--- config.mk ---
export PLATFORM = sky130hd
export DESIGN_NAME = xbar_cfg_loader_flat
export DESIGN_NICKNAME = d
export VERILOG_FILES = /design/src/rtl/xbar_cfg_loader_if.sv /design/src/rtl/xbar_cfg_loader.sv /design/src/flat_wrapper.sv
export SDC_FILE = /design/constraint.sdc
export NUM_CORES = 1
export LEC_CHECK = 0
export CORE_AREA = 2 2 220 168
export DETAILED_ROUTE_END_ITERATION = 7
export DIE_AREA = 0 0 222 170
export GPL_TIMING_DRIVEN = 1
export PLACE_DENSITY = 0.53
export SYNTH_ARGS = -nofsm -noshare
export SYNTH_HDL_FRONTEND = slang
export SYNTH_SLANG_ARGS = --single-unit
--- constraint.sdc ---
create_clock -name clk -period 1.91 [get_ports clk]
set_input_delay 0.2865 -clock clk [delete_from_list [all_inputs] [get_ports clk]]
set_output_delay 0.2865 -clock clk [all_outputs]
set_load 0.02 [all_outputs]
--- src/rtl/xbar_cfg_loader_if.sv ---
// rtl/xbar_cfg_loader_if.sv - byte-wide config word stream between a source and the crossbar config loader
interface xbar_cfg_loader_if #(
  parameter int WORD_W = 8
) ();
  logic [WORD_W-1:0] io_cfg_in;
  logic              io_cfg_in_valid;
  logic              io_cfg_in_ready;

  modport master (
    output io_cfg_in,
    output io_cfg_in_valid,
    input  io_cfg_in_ready
  );

  modport slave (
    input  io_cfg_in,
    input  io_cfg_in_valid,
    output io_cfg_in_ready
  );
endinterface

--- src/rtl/xbar_cfg_loader.sv ---
// rtl/xbar_cfg_loader.sv - assembles a shadow crossbar select image and commits it atomically
// Optional select range check enabled by defining XBAR_CFG_RANGE_CHECK_EN.
module xbar_cfg_loader #(
  parameter int WORD_W   = 8,
  parameter int SEL_W    = 5,
  parameter int N_OUT    = 30,
  parameter int N_IN     = 23,
  parameter int CFG_BITS = SEL_W * N_OUT,
  parameter int N_WORDS  = (CFG_BITS + WORD_W - 1) / WORD_W
) (
  input  logic                clk,
  input  logic                reset,
  xbar_cfg_loader_if.slave    cfg_s,
  input  logic                io_abort,
  output logic [CFG_BITS-1:0] io_mux_configs,
  output logic                io_cfg_loaded,
  output logic                io_done,
  output logic                io_cfg_err
);

  localparam int CNT_W = $clog2(N_WORDS);
  localparam int CMP_W = SEL_W + 1;

  typedef enum logic [1:0] {ST_LOAD, ST_CHECK, ST_COMMIT} state_e;

  state_e              state_q, state_d;
  logic [CNT_W-1:0]    cnt_q, cnt_d;
  logic [CFG_BITS-1:0] shadow_q, shadow_d;
  logic [CFG_BITS-1:0] active_q;
  logic                loaded_q;
  logic                accept, commit_en, last_word, range_bad;

  if (N_IN > (1 << SEL_W)) begin : g_bad_n_in
    $error("N_IN exceeds the range of a SEL_W-bit select");
  end

  assign last_word = (cnt_q == CNT_W'(N_WORDS - 1));

  always_ff @(posedge clk) begin
    if (reset) state_q <= ST_LOAD;
    else       state_q <= state_d;
  end

  always_comb begin
    state_d = state_q;
    if (io_abort) begin
      state_d = ST_LOAD;
    end else begin
      case (state_q)
        ST_LOAD:   if (accept && last_word) state_d = ST_CHECK;
        ST_CHECK:  state_d = range_bad ? ST_LOAD : ST_COMMIT;
        ST_COMMIT: state_d = ST_LOAD;
        default:   state_d = ST_LOAD;
      endcase
    end
  end

  // Ready and done decode the state register only, so no input reaches an output combinationally.
  always_comb begin
    cfg_s.io_cfg_in_ready = (state_q == ST_LOAD);
    io_done               = (state_q == ST_COMMIT);
    accept                = (state_q == ST_LOAD) && cfg_s.io_cfg_in_valid && !io_abort;
    commit_en             = (state_q == ST_COMMIT) && !io_abort;
  end

  always_comb begin
    cnt_d    = cnt_q;
    shadow_d = shadow_q;
    if (io_abort) begin
      cnt_d    = '0;
      shadow_d = '0;
    end else if (accept) begin
      cnt_d = last_word ? '0 : cnt_q + 1'b1;
      // Bits of the final word beyond the image width are dropped.
      for (int k = 0; k < N_WORDS; k++) begin
        if (cnt_q == CNT_W'(k)) begin
          for (int b = 0; b < WORD_W; b++) begin
            if (k * WORD_W + b < CFG_BITS) shadow_d[k*WORD_W+b] = cfg_s.io_cfg_in[b];
          end
        end
      end
    end
  end

  always_ff @(posedge clk) begin
    if (reset) begin
      cnt_q    <= '0;
      shadow_q <= '0;
      active_q <= '0;
      loaded_q <= 1'b0;
    end else begin
      cnt_q    <= cnt_d;
      shadow_q <= shadow_d;
      if (commit_en) begin
        active_q <= shadow_q;
        loaded_q <= 1'b1;
      end
    end
  end

`ifdef XBAR_CFG_RANGE_CHECK_EN
  logic err_q;

  always_comb begin
    range_bad = 1'b0;
    for (int i = 0; i < N_OUT; i++) begin
      if ({1'b0, shadow_q[i*SEL_W +: SEL_W]} >= CMP_W'(N_IN)) range_bad = 1'b1;
    end
  end

  always_ff @(posedge clk) begin
    if (reset || io_abort)                       err_q <= 1'b0;
    else if (state_q == ST_CHECK && range_bad)   err_q <= 1'b1;
    else if (state_q == ST_COMMIT)               err_q <= 1'b0;
  end

  assign io_cfg_err = err_q;
`else
  assign range_bad  = 1'b0;
  assign io_cfg_err = 1'b0;
`endif

  assign io_mux_configs = active_q;
  assign io_cfg_loaded  = loaded_q;

endmodule

--- src/flat_wrapper.sv ---
// flat-port wrapper written by rule: the top's interface ports become plain ports
module xbar_cfg_loader_flat 
#(
  parameter int WORD_W   = 8,
  parameter int SEL_W    = 5,
  parameter int N_OUT    = 30,
  parameter int N_IN     = 23,
  parameter int CFG_BITS = SEL_W * N_OUT,
  parameter int N_WORDS  = (CFG_BITS + WORD_W - 1) / WORD_W
)
  (clk, reset, io_abort, io_mux_configs, io_cfg_loaded, io_done, io_cfg_err, cfg_s_io_cfg_in, cfg_s_io_cfg_in_valid, cfg_s_io_cfg_in_ready);
  xbar_cfg_loader_if #(.WORD_W(WORD_W)) cfg_s_i ();
  input  logic clk;
  input  logic reset;
  input  logic io_abort;
  output logic [CFG_BITS-1:0] io_mux_configs;
  output logic io_cfg_loaded;
  output logic io_done;
  output logic io_cfg_err;
  input wire logic [$bits(cfg_s_i.io_cfg_in)-1:0] cfg_s_io_cfg_in;
  input wire logic [$bits(cfg_s_i.io_cfg_in_valid)-1:0] cfg_s_io_cfg_in_valid;
  output wire logic [$bits(cfg_s_i.io_cfg_in_ready)-1:0] cfg_s_io_cfg_in_ready;
  assign cfg_s_i.io_cfg_in = cfg_s_io_cfg_in;
  assign cfg_s_i.io_cfg_in_valid = cfg_s_io_cfg_in_valid;
  assign cfg_s_io_cfg_in_ready = cfg_s_i.io_cfg_in_ready;
  xbar_cfg_loader #(.WORD_W(WORD_W), .SEL_W(SEL_W), .N_OUT(N_OUT), .N_IN(N_IN), .CFG_BITS(CFG_BITS), .N_WORDS(N_WORDS)) u_core (.clk(clk), .reset(reset), .cfg_s(cfg_s_i), .io_abort(io_abort), .io_mux_configs(io_mux_configs), .io_cfg_loaded(io_cfg_loaded), .io_done(io_done), .io_cfg_err(io_cfg_err));
endmodule
; ---- Word-level counts from Yosys, hierarchy flattened
; Index checks and enable logic that the tools add are counted.
[totals]
register_bits = 308
output_inout_bits = 154
word_cells = 75
[classes]
addsub = 1
n_eq_ne = 21
mux = 3
n_reduce_logical = 27
[ops]
columns = op, n
row1 = "equality test 5 x 4 -> 1 bit, second input constant", 8
row2 = AND reduction 2 bit, 19
row3 = "equality test 5 x 3 -> 1 bit, second input constant", 4
row4 = "equality test 5 bit, second input constant", 3
row5 = "equality test 5 x 2 -> 1 bit, second input constant", 2
row6 = "adder 5 x 1 -> 5 bit, second input constant", 1
row7 = "equality test 5 x 1 -> 1 bit, second input constant", 1
row8 = zero test 5 bit, 1
row9 = 2-to-1 mux 5 bit, 1
row10 = logical AND 1 bit, 4
row11 = one-hot mux 2 bit (2 select lines), 1
row12 = "equality test 2 x 1 -> 1 bit, second input constant", 1
row13 = "equality test 2 bit, second input constant", 1
row14 = zero test 2 bit, 1
row15 = 2-to-1 mux 2 bit, 1
row16 = "!= test 2 x 1 -> 1 bit, second input constant", 1
row17 = OR reduction 2 bit, 1
row18 = zero test 1 bit, 1

; ---- Longest topological paths before layout
; Gate-level depths: netlist of run 1.
[depth]
word_depth = 6
ltp_mapped = 7

; ---- Worst setup path before layout of run 1
; Ideal clock, no wire load.
[synth_timing]
kind = register to register
from = register u_core.cnt_q[0]
to = register u_core.shadow_q[102]
setup_ps = 132
arrival_time_ps = 1558
required_ps = 1778
path_slack_ps = 220
stages_incl_launch_ff = 7
path_buffers = 1
cell_sequence = dfxtp_1 > inv_1 > ha_1 > nor2b_1 > clkbuf_1 > nand4_2 > mux2i_1
[synth_via]
elab_chain_len = 2
[synth_lines]
columns = element, line
row1 = start: declaration, xbar_cfg_loader.sv:27  ; logic [CNT_W-1:0] cnt_q, cnt_d;
row2 = start signal: assignment, xbar_cfg_loader.sv:92  ; cnt_q <= cnt_d;
row3 = equality test 5 x 4 -> 1 bit, xbar_cfg_loader.sv:76  ; if (cnt_q == CNT_W'(k)) begin
row4 = AND reduction 2 bit (no line), --
row5 = end signal: assignment, xbar_cfg_loader.sv:93  ; shadow_q <= shadow_d;
row6 = end: declaration, xbar_cfg_loader.sv:28  ; logic [CFG_BITS-1:0] shadow_q, shadow_d;
; No other way between the ends.
; A chain may end at the register's enable or synchronous reset.

; ---- Final worst setup path of run 1
[layout_timing]
from = register u_core.active_q[90], in the netlist u_core.io_mux_configs[90]
to = output port io_mux_configs[90]
[layout_rtl]
columns = element, line
row1 = start: declaration, xbar_cfg_loader.sv:29  ; logic [CFG_BITS-1:0] active_q;
row2 = start signal: assignment, xbar_cfg_loader.sv:95  ; active_q <= shadow_q;
row3 = end: declaration, flat_wrapper.sv:16  ; output logic [CFG_BITS-1:0] io_mux_configs;
; No word-level cell between the ends.

==> flow_summary.toml, run 1 <==
[worst_setup_path]
worst-endpoint-required_ps = 1620
max_stage_delay_ps = 630
worstPathCellList = "clkdlybuf4s50_1"
crit_type = "reg2out"
crit_path_end_kind = "output port"
critPathArrivalTime_ps = 1600
cp_max_fo = 2
startpoint_type = "flip-flop"
cpLargestDelayFamily = "buffers and inverters"
crit_slowest_cell = "clkdlybuf4s50_1"
crit_buf_inv = 1

[layout]
final_cells = 1883
area_growth_pct = 31.6
drive_gt1_share_pct = 10.5
seq_area_um2 = 6170
multi_input_area_um2 = 4570
fillCellCount = 3568
fin_nets = 1409

[synthesis]
syn_avg_cell_area_um2 = 9.21
synth_top_area_share_pct = 54.9
syn_inst = 1220
synth_nets = 1237
yosysWarnings = 0
synth_area_um2 = 11200
ys_seq_elements = 308
synth.area.top_cells = "dfxtp_1 (55%), nand2_1 (15%), mux2i_1 (13%)"
ys_types = 35
synth_async_sr_flop_share_pct = 0
synthFlopType = "dfxtp_1"
synth_edf_count = 0
ys_seq_area_share_pct = 54.9
synth_top_area_cell = "dfxtp_1"

[timing]
setup_viol = 0
slew_headroom_pct = 45.5
finalClockSkew_ps = 22.0
period_needed_ps = 1890
hold_viol_final = 0
tightest_slew_ps = 818
rsz0062_at_grt = "false"
final_min_period_over_clock_period_pct = 98.8
maxSlewViolCount = 0
fmax_mhz = 530

[clock_tree]
clkLatencyLatePin_ps = 570
cts_made_buffers = 31
htree_levels = 1
cts_tree = "yes"
clk_path_buf_depth = 3
cts_sinks = 308
clockRootBuffer = "clkbuf_16"
clk_pin_slew_ps = 60

[routing]
first_pass_iters = 4
wire_per_inst_um = 15.7
drc = 0
drt-initial-drc-count = 482
vias_per_cell = 4.53
drtAntennaViolNets = 0
wl_mm = 29.5
num_vias = 8537

[global_routing]
grt_usage_pct = 15.3
grt_max_degree = 78
antenna_found_initial = 1
grt_pass1_vias = 8362
grt_pass1_wl_mm = 46.2
overflow = 0

[pwr]
p_leak_nw = 6.09
total_power_mw = 13.0
ir_drop_v = 0.000552
p_per_area_nw_per_um2 = 880

[die]
ios = 166
fp.dieW_um = 222
die_area_um2 = 37700
core_um2 = 35500
start_util_pct = 31.6
placementRows = 60
fp.dieH_um = 170

[place]
dp_cells = 1824
gp_congestion = 0.766
port_buffers = 164
dp_hpwl_mm = 20.2

[worst_hold_path]
hp-class = "in2reg"

[outcome]
outcome = "finished, final reports clean"

[run]
maxCapViolations = 0
==> final cells by class <==
class | count | share of cell area (%)
Sequential cell | 308 | 41.7
Multi-Input combinational cell | 816 | 30.9
Timing Repair Buffer | 230 | 16.2
Clock buffer | 37 | 5.67
Tap cell | 465 | 3.93
Clock inverter | 21 | 1.48
Inverter | 5 | 0.127
Antenna cell | 1 | 0.0169
==> metal layers <==
| metal | GRT usage, % | vias to the layer above | wire [um] |
|---|---|---|---|
| met3 | 2.97 | 38 | 1360 |
| met1 | 21.9 | 4028 | 14700 |
| met2 | 24.1 | 148 | 13000 |
| met5 | 0 | - | 16 |
| met4 | 2.64 | 2 | 421 |
| li1 | - | 4321 | - |
==> Yosys cell counts (2+ instances only) <==
| cell type | instances |
|---|---|
| a21oi_1 | 150 |
| buf_1 | 2 |
| buf_2 | 14 |
| buf_4 | 5 |
| buf_6 | 14 |
| clkbuf_1 | 55 |
| dfxtp_1 | 308 |
| ha_1 | 5 |
| inv_1 | 5 |
| mux2i_1 | 151 |
| nand2_1 | 462 |
| nand3_2 | 2 |
| nand3_4 | 7 |
| nand4_2 | 5 |
| nand4_4 | 3 |
| nor2_1 | 4 |
| nor2_4 | 2 |
| nor2b_1 | 6 |
| o31ai_1 | 2 |
| o32ai_1 | 2 |
| or3_1 | 2 |
==> registers in the layout, summed over array words and instances (netlist names) <==
register,cells
u_core.cnt_q,5
u_core.state_q,2
u_core.io_cfg_loaded,1
u_core.io_mux_configs,150
u_core.shadow_q,150
==> worst paths after layout <==
check | from | end | slack, ps | cells after the start
max | u_core.io_mux_configs[90] | io_mux_configs[90] | 20 | 1
min | reset | u_core.state_q[1] | 130 | 3
max reg2reg | u_core.cnt_q[1] | u_core.shadow_q[12] | 210 | 6
min reg2reg | u_core.io_mux_configs[42] | u_core.io_mux_configs[42] | 450 | 2
==> through the flow <==
step / util, % / cell area, um^2 / worst slack [ps] / hold slack, ps / TNS (ps)
after CTS: 41.6 / 14800 / 0.0794 / 99.8 / 0
after global routing: 41.6 / 14800 / 5.41 / 123 / 0
after detailed placement: 38.6 / 13700 / -85.8 / 443 / -8180
final: 41.6 / 14800 / 23.1 / 130 / 0
after global placement: 38.6 / 13700 / -74.2 / 436 / -9260
after floorplan: - / 11200 / 220 / 432 / 0
==> cells by family after synthesis <==
family,after synthesis,synth area share [%]
AO/OA/AOI/OAI,156,7.13
adder cells (fa/ha/maj),5,0.557
buffers and inverters,96,4.61
flip-flops,308,54.9
multiplexers,151,13.5
other,1,0.0334
AND/OR/NAND/NOR,503,19.3
==> layout by cell type, fill, tap and decap left out, types with 2 or more instances in the layout <==
| master | n |
|---|---|
| nand2_1 | 462 |
| dfxtp_1 | 308 |
| clkdlybuf4s50_1 | 153 |
| mux2i_1 | 151 |
| a21oi_1 | 150 |
| buf_4 | 48 |
| clkbuf_16 | 31 |
| buf_12 | 19 |
| clkinv_2 | 13 |
| nand3_4 | 7 |
| dlymetal6s2s_1 | 7 |
| inv_1 | 5 |
| nor2b_1 | 5 |
| nand4_2 | 5 |
| ha_1 | 5 |
| nor2_1 | 4 |
| bufinv_16 | 4 |
| clkbuf_8 | 4 |
| nand4_4 | 3 |
| o32ai_1 | 2 |
| nor2_4 | 2 |
| nand3_2 | 2 |
| or3_1 | 2 |
| o31ai_1 | 2 |
| inv_6 | 2 |
| clkbuf_1 | 2 |
| dlygate4sd2_1 | 2 |
==> power by group <==
group	switching (mW)	internal, mW
logic	0.223	0.0952
registers	0.00369	6.43
clock network	2.59	3.68
==> repair_timing <==
| action | CTS | global route |
|---|---|---|
| buffers inserted | 0 | 0 |
| hold buffers | 0 | 0 |
| resized for setup | 5 | 8 |
| hold endpoints to repair | 0 | 0 |
| setup endpoints to repair | 3 | 23 |
Power figures use the tool's default switching activity.
==> run 2, diff against run 1 <==
CAP_MARGIN = 20   (was default)
==> results of run 2 <==
The final DEF is identical to that of run 1; final timing and power are the same.
==> run 3, diff against run 2 <==
CORE_AREA = 2 2 231 176   (was 2 2 220 168)
DIE_AREA = 0 0 233 178   (was 0 0 222 170)
PLACE_DENSITY = 0.5   (was 0.53)
SKIP_LAST_GASP = 1   (was default)
==> flow_summary.toml, run 3 (synthesis gave the netlist of run 1 again) <==
[worst_setup_path]
worstPathCellList = "clkdlybuf4s50_1"
r2r_end = "u_core.shadow_q[46]"
cp_max_fo = 2
reg2reg_from = "u_core.cnt_q[1]"
rr_worst_depth = 6
critPathArrivalTime_ps = 1570
cpLargestDelayFamily = "buffers and inverters"
crit_buf_inv = 1
crit_path_end_kind = "output port"
max_stage_delay_ps = 650
startpoint_type = "flip-flop"
crit_type = "reg2out"
r2r_slack_ps = 140
crit_slowest_cell = "clkdlybuf4s50_1"
worst-endpoint-required_ps = 1620

[routing]
num_vias = 8628
wire_per_inst_um = 16.0
drt-initial-drc-count = 458
vias_per_cell = 4.47
drc = 0
first_pass_iters = 5
wl_mm = 30.8
drtAntennaViolNets = 0

[pwr]
combPwrFrac_pct = 2.6
p_per_area_nw_per_um2 = 880
clockPowerShare_pct = 48.2
switching_share_pct = 22.2
ir_drop_v = 0.000578
p_sw_mw = 2.90
seqPwrFrac_pct = 49.2
p_leak_nw = 5.94
intPower_mw = 10.2

[clock_tree]
clk_pin_slew_ps = 60
cts_sinks = 308
postCtsSetupBuffers = 0
cts_tree = "yes"
clk_path_buf_depth = 3
htree_levels = 2
clkLatencyLatePin_ps = 530
cts_made_buffers = 34
clockRootBuffer = "clkbuf_16"
cts-hold-fix-buffers = 0

[layout]
fillCellCount = 3952
fin_util_pct = 37.9
design_area_um2 = 14900
fin_nets = 1404
drive_gt1_share_pct = 9.57
mostFrequentLayoutCells = "nand2_1 (462), dfxtp_1 (307), clkdlybuf4s50_1 (161)"
final_cells = 1931
area_growth_pct = 32.2
layout_commonest_cell = "nand2_1"
diodes = 0

[place]
port_buffers = 164
gp_congestion = 0.726
dp_cells = 1871
place_area_um2 = 13800
dp_hpwl_mm = 19.8

[timing]
maxSlewViolCount = 0
period_needed_ps = 1860
hold_viol_final = 0
rsz0062_at_grt = "false"
finalClockSkew_ps = 18.2
timing.hold.ws_ps = 158
slew_headroom_pct = 55.7
setup_viol = 0
tightest_slew_ps = 664
fmax_mhz = 539
final_min_period_over_clock_period_pct = 97.2
setup_tns_ps = 0

[global_routing]
top_usage_layer = "met2"
grt_usage_pct = 14.8
grt_max_degree = 137
use_met1_pct = 21.4
groute.layer.met2.usage_pct = 22.7
grt_util_met3_pct = 2.99
overflow = 0
antenna_found_initial = 0
grt_pass1_vias = 8474
grt_pass1_wl_mm = 48.1

[die]
placementRows = 63
fp.dieW_um = 233
die_area_um2 = 41500
ios = 166
fp.dieH_um = 178
core_um2 = 39200
start_util_pct = 28.7

[worst_hold_path]
hold_end = "u_core.io_mux_configs[139]"
hold_path_depth = 2
hp-start = "reset"
hp-class = "in2reg"

[run]
maxCapViolations = 0

[outcome]
outcome = "finished, final reports clean"
-- run 3: cell count changes in the layout (fill, tap and decap cells not counted), sizes merged --
cell,previous run,this run
buf,67,59
bufinv,4,0
clkdlybuf4s50,153,161
dlymetal6s2s,7,0
diode,1,0
clkinv,14,4
clkinvlp,1,2
clkbuf,37,52
clkdlybuf4s15,1,0
-- run 3: power groups by stage --
stage | Clock [mW] | Combinational, mW | Sequential, mW
finish | 6.31 | 0.336 | 6.43
global route | 6.75 | 0.360 | 6.43
CTS | 6.50 | 0.346 | 6.43
detailed placement | 0 | 0.344 | 6.57
global placement | 0 | 0.345 | 6.57
floorplan | 0 | 0.180 | 6.57
-- run 3: metrics by stage --
stage	setup WS [ps]	power, mW
floorplan	220	6.75
global placement	-92.7	6.92
detailed placement	-127	6.92
CTS	-16.7	13.3
global route	0.294	13.5
finish	53.1	13.1
-- run 3: cell type report --
type / count / area (um^2) / share of cell area [%]
multi-input cells: 816 / 4570 / 30.8
clock inverters: 8 / 78.8 / 0.531
flip-flops and latches: 308 / 6170 / 41.5
repair buffers: 222 / 2370 / 16.0
clock buffers: 52 / 998 / 6.72
well taps: 520 / 651 / 4.38
inverters: 5 / 18.8 / 0.126
-- run 3: worst max-delay path by stage --
stage	start	end	slack, ps	depth (start not counted)
after global routing	u_core.io_mux_configs[95]	io_mux_configs[95]	0.3	1
after detailed placement	u_core.cnt_q[0]	u_core.shadow_q[67]	-130	5
after global placement	u_core.cnt_q[0]	u_core.shadow_q[67]	-90	5
final	u_core.io_mux_configs[95]	io_mux_configs[95]	50	1
after CTS	u_core.state_q[1]	io_done	-20	2
after floorplan	u_core.cnt_q[0]	u_core.shadow_q[102]	220	6
-- run 3: what timing repair did --
item	CTS	global route
cloned	0	0
resized for setup	3	1
pin swaps	0	0
setup endpoints to repair	34	1
-- run 3: layer usage --
layer  part of all wire [%]  wire (um)
met1                     51      15600
met2                     43      13300
met3                    4.8       1470
met4                    1.4        426
met5                      0          0
